## src/rtl/piso_stream.sv

```systemverilog
// -----------------------------------------------------------------------------
// piso_stream
//   Parallel-in / serial-out shifter with a valid/ready load handshake.
//   A word of N bits is captured on load && ready and emitted as N/LANES
//   beats of LANES bits, most- or least-significant lane first. A beat is
//   consumed only on cycles with en = 1, so en doubles as a bit-rate strobe.
//   Loading during the last enabled beat reloads without an idle cycle.
//
// Parameters:
//   N          parallel word width (N >= 2)
//   LANES      serial bits per beat (N % LANES == 0)
//   MSB_FIRST  1 = most-significant lane first, 0 = least-significant first
//
// Ports:
//   clk        clock, rising edge
//   rst        synchronous active-high reset
//   d          parallel word, sampled on an accepted load
//   load       producer valid
//   ready      combinational accept indication (no path from load)
//   en         shift enable; current beat is consumed when en = 1
//   out        current serial beat, 0 when out_valid = 0
//   out_valid  a beat is being presented
//   first      out_valid on beat 0
//   last       out_valid on beat BEATS-1
// -----------------------------------------------------------------------------
module piso_stream #(
  parameter int N         = 16,
  parameter int LANES     = 1,
  parameter bit MSB_FIRST = 1'b1
) (
  input  logic             clk,
  input  logic             rst,
  input  logic [N-1:0]     d,
  input  logic             load,
  output logic             ready,
  input  logic             en,
  output logic [LANES-1:0] out,
  output logic             out_valid,
  output logic             first,
  output logic             last
);

  localparam int BEATS = N / LANES;
  localparam int CW    = (BEATS > 1) ? $clog2(BEATS) : 1;
  localparam logic [CW-1:0] LAST_BEAT = CW'(BEATS - 1);

  generate
    if (N < 2 || LANES < 1 || (N % LANES) != 0) begin : g_bad_params
      $error("piso_stream: N must be >= 2 and a multiple of LANES");
    end
  endgenerate

  typedef enum logic {
    IDLE  = 1'b0,
    SHIFT = 1'b1
  } state_t;

  state_t           state_reg;
  logic [N-1:0]     shreg_reg;
  logic [CW-1:0]    cnt_reg;

  logic [N-1:0]     shreg_next_beat;
  logic [LANES-1:0] beat;
  logic             at_last;

  assign at_last = (cnt_reg == LAST_BEAT);

  // The presented lane and the shift direction both follow the bit order;
  // vacated positions fill with zero.
  generate
    if (MSB_FIRST) begin : g_msb_first
      assign beat            = shreg_reg[N-1 -: LANES];
      assign shreg_next_beat = shreg_reg << LANES;
    end else begin : g_lsb_first
      assign beat            = shreg_reg[LANES-1:0];
      assign shreg_next_beat = shreg_reg >> LANES;
    end
  endgenerate

  always_ff @(posedge clk) begin
    if (rst) begin
      state_reg <= IDLE;
      shreg_reg <= '0;
      cnt_reg   <= '0;
    end else begin
      case (state_reg)
        IDLE: begin
          if (load) begin
            shreg_reg <= d;
            cnt_reg   <= '0;
            state_reg <= SHIFT;
          end
        end
        SHIFT: begin
          // With en low the current beat simply stays presented.
          if (en) begin
            if (!at_last) begin
              shreg_reg <= shreg_next_beat;
              cnt_reg   <= cnt_reg + 1'b1;
            end else if (load) begin
              // Gapless reload: next word's beat 0 follows immediately.
              shreg_reg <= d;
              cnt_reg   <= '0;
            end else begin
              shreg_reg <= '0;
              state_reg <= IDLE;
            end
          end
        end
        default: begin
          state_reg <= IDLE;
          shreg_reg <= '0;
          cnt_reg   <= '0;
        end
      endcase
    end
  end

  // ready depends only on rst, state, cnt and en, never on load, so a
  // producer may derive load from ready without a combinational loop.
  assign ready     = !rst && ((state_reg == IDLE) || (en && at_last));
  assign out_valid = (state_reg == SHIFT);
  assign out       = out_valid ? beat : '0;
  assign first     = out_valid && (cnt_reg == '0);
  assign last      = out_valid && at_last;

endmodule

```

## config.mk

```make
export PLATFORM = sky130hd
export DESIGN_NAME = piso_stream
export DESIGN_NICKNAME = d
export VERILOG_FILES = /design/src/rtl/piso_stream.sv
export SDC_FILE = /design/constraint.sdc
export NUM_CORES = 1
export LEC_CHECK = 0
export BUFFER_PORTS_ARGS = -buffer_cell sky130_fd_sc_hd__clkbuf_2
export CAP_MARGIN = 20
export CORE_UTILIZATION = 47
export CTS_CLUSTER_DIAMETER = 60
export DETAILED_ROUTE_END_ITERATION = 6
export PLACE_DENSITY = 0.74
export SYNTH_ARGS = -nofsm -noshare
export SYNTH_HDL_FRONTEND = slang
export SYNTH_SLANG_ARGS = --single-unit
```

## constraint.sdc

```tcl
create_clock -name clk -period 1.4 [get_ports clk]
set_clock_uncertainty 0.15 [all_clocks]
set_input_delay 0.21 -clock clk [delete_from_list [all_inputs] [get_ports clk]]
set_output_delay 0.21 -clock clk [all_outputs]
set_load 0.01 [all_outputs]
```

==> qor.txt <==
post-synthesis cell area = 0.00112 mm2
Post-CTS Hold Buffers = 0
Port Buffers = 24
DRT antenna net count = 0
Root Driver = clkbuf_4
Diodes inserted = 0
Cell Chain, Critical Path = ha_4 -> nand3_2 -> buf_6 -> nor2_4 -> clkbuf_2
P per Cell Area = 811 mW/mm2
Distinct cells, synth = 32
htree depth = 1
register area = 432 um2
Final Max Slew Viols = 0
fin util = 0.689
fraction of registers with async set/reset = 0
FF-to-FF setup slack = -0.14 ns
row cnt = 17
Yosys reg bits = 21
critical path fanouts, max = 5
Fmax = 581 MHz
outcome = finished, violations left
net total in the final layout = 197
Setup crit start kind = flip-flop
first-pass GRT wire length = 4930 um
Cells after Synth = 135
initial antenna violation count = 0
Starting Density = 0.501
Synth area leader = dfxtp_1
Seq/Total Area, Yosys = 0.375
Final HPWL DP = 2000 um
Synth-to-Final Area Change = 37.3%
Non-Filler Instances = 202
crit share post-route = 1.23
kind of critical path = flip-flop to output pin
DRC = 0
Detailed Routing Iterations Pass 1 = 4
vias = 1240
measured slew at the worst slew-check pin = 0.405 ns
RSZ-0062 raised after global routing = yes
placed cell count = 190
Clock Latency Late Sink = 0.30 ns
detailed-route wire length per cell = 15.6 um
Ys Warns = 0
clock buffer depth = 2
Final Hold Viols = 0
drt initial violations = 45
largest net degree at the start of global routing = 18
filler instances = 185
largest cells by area after synthesis = dfxtp_1, a21oi_1, o22ai_1, o21ai_0, nand3_1
Reg clk slew, reported paths = 0.12 ns
number of flops mapped to enable cells by yosys = 0
Synth Flop Type = dfxtp_1
Critical Path End Type = output pin
max incr delay on CP = 0.39 ns
area share of the largest cell type after synthesis = 0.375
Worst VDD drop = 0.486 mV
Crit-path slowest cell = dfxtp_4
Setup TNS Final = -2.31 ns
setup slack after placement = -0.250 ns
synthesized net count = 157
leakage = 0.614 nW
failing checks = setup timing
gr ovfl total = 0
CTS Sinks = 21
Syn Area/Cell = 8.29 um2
max FFs per register = 16
Design Area, Final = 0.00154 mm2
layout cell share with drive strength beyond 1 = 0.408
Vias/cell = 6.14
all-layer global routing usage = 0.252
CTS tree = yes
Tmin final = 1.72 ns
vias in the first global route = 1104
CTS buffer count = 3
Max-cap violations = 0
Worst Hold Class = input pin to flip-flop
DP Area = 0.00135 mm2
Ports = 25
die area = 0.00258 mm2
Core ar. = 0.00223 mm2
gp weighted congestion = 0.885
Synth top cells by count = a21oi_1, dfxtp_1, o21ai_0
final wirelength = 3160 um
Final WS setup = -0.322 ns
DIE HEIGHT = 50.8 um
crit path DAT = 1.36 ns
Multi-input gate area = 681 um2
Final Setup Violations = 22
Crit path required time = 1.04 ns
Worst slew margin = 0.730
Die Width = 50.8 um
## logic make-up after synthesis
kind of cell,count (synthesis),share of synthesized area
simple gates,30,0.153
compound gates,62,0.324
mux,2,0.0335
flops,21,0.375
buf+inv,18,0.0916
fa+ha+maj,2,0.0223
## path summary, 6_finish.rpt
path / from / to / cells after the start
hold / removal: d[0] / shreg_reg[0]$_SDFFE_PP0P_ / 3
setup / recovery: cnt_reg[0]$_SDFFE_PP0P_ / last / 5
hold reg to reg: shreg_reg[4]$_SDFFE_PP0P_ / shreg_reg[5]$_SDFFE_PP0P_ / 2
setup reg to reg: cnt_reg[0]$_SDFFE_PP0P_ / cnt_reg[3]$_SDFFE_PP0P_ / 6
## placed cells by master (no fill, tap or decap), types with 2 or more instances in the layout
master	instances
clkbuf_2	21
a21oi_1	20
dfxtp_1	18
nand3_1	15
o22ai_1	15
buf_4	14
o21ai_1	11
o21ai_0	6
buf_6	6
inv_1	4
clkbuf_4	3
buf_2	3
dfxtp_4	3
nand3_2	2
a2111o_1	2
o211ai_1	2
ha_4	2
buf_8	2
## where the power goes
part	switching, mW	internal [mW]
registers	0.0284	0.640
logic	0.142	0.141
clock network	0.186	0.111
## layout make-up
class,count,share of cell area
inverters,5,0.0138
clock buffers,4,0.0171
well taps,28,0.0228
multi-input cells,97,0.443
flip-flops and latches,21,0.281
repair buffers,47,0.223
## per-stage QoR
stage / hold WS [ns] / power [mW]
6_report: 0.0121 / 1.25
5_1_grt: 0.0171 / 1.30
4_1_cts: 0.0114 / 1.22
3_5_place_dp: 0.313 / 0.927
3_3_place_gp: 0.300 / 0.917
2_1_floorplan: 0.228 / 0.835
## routing by layer
metal	up-vias	track usage	part of all wire
met5	-	0	0
met4	0	0.0602	0.013
met3	6	0.0595	0.053
met2	52	0.433	0.50
met1	589	0.316	0.44
li1	593	-	-
## critical path: cells and delay by family (launching register included)
kind	cells	cell delay (ns)
fa+ha+maj	1	0.16
buf+inv	2	0.30
flops	1	0.39
simple gates	2	0.21
## what timing repair did
item | CTS | global route
pin swaps | 5 | 4
endpoints found under the setup margin | 24 | 25
cloned | 0 | 2
gates resized for setup | 14 | 21
hold endpoints to repair | 0 | 0
setup buffers | 5 | 3
Power figures use the tool's default switching activity.
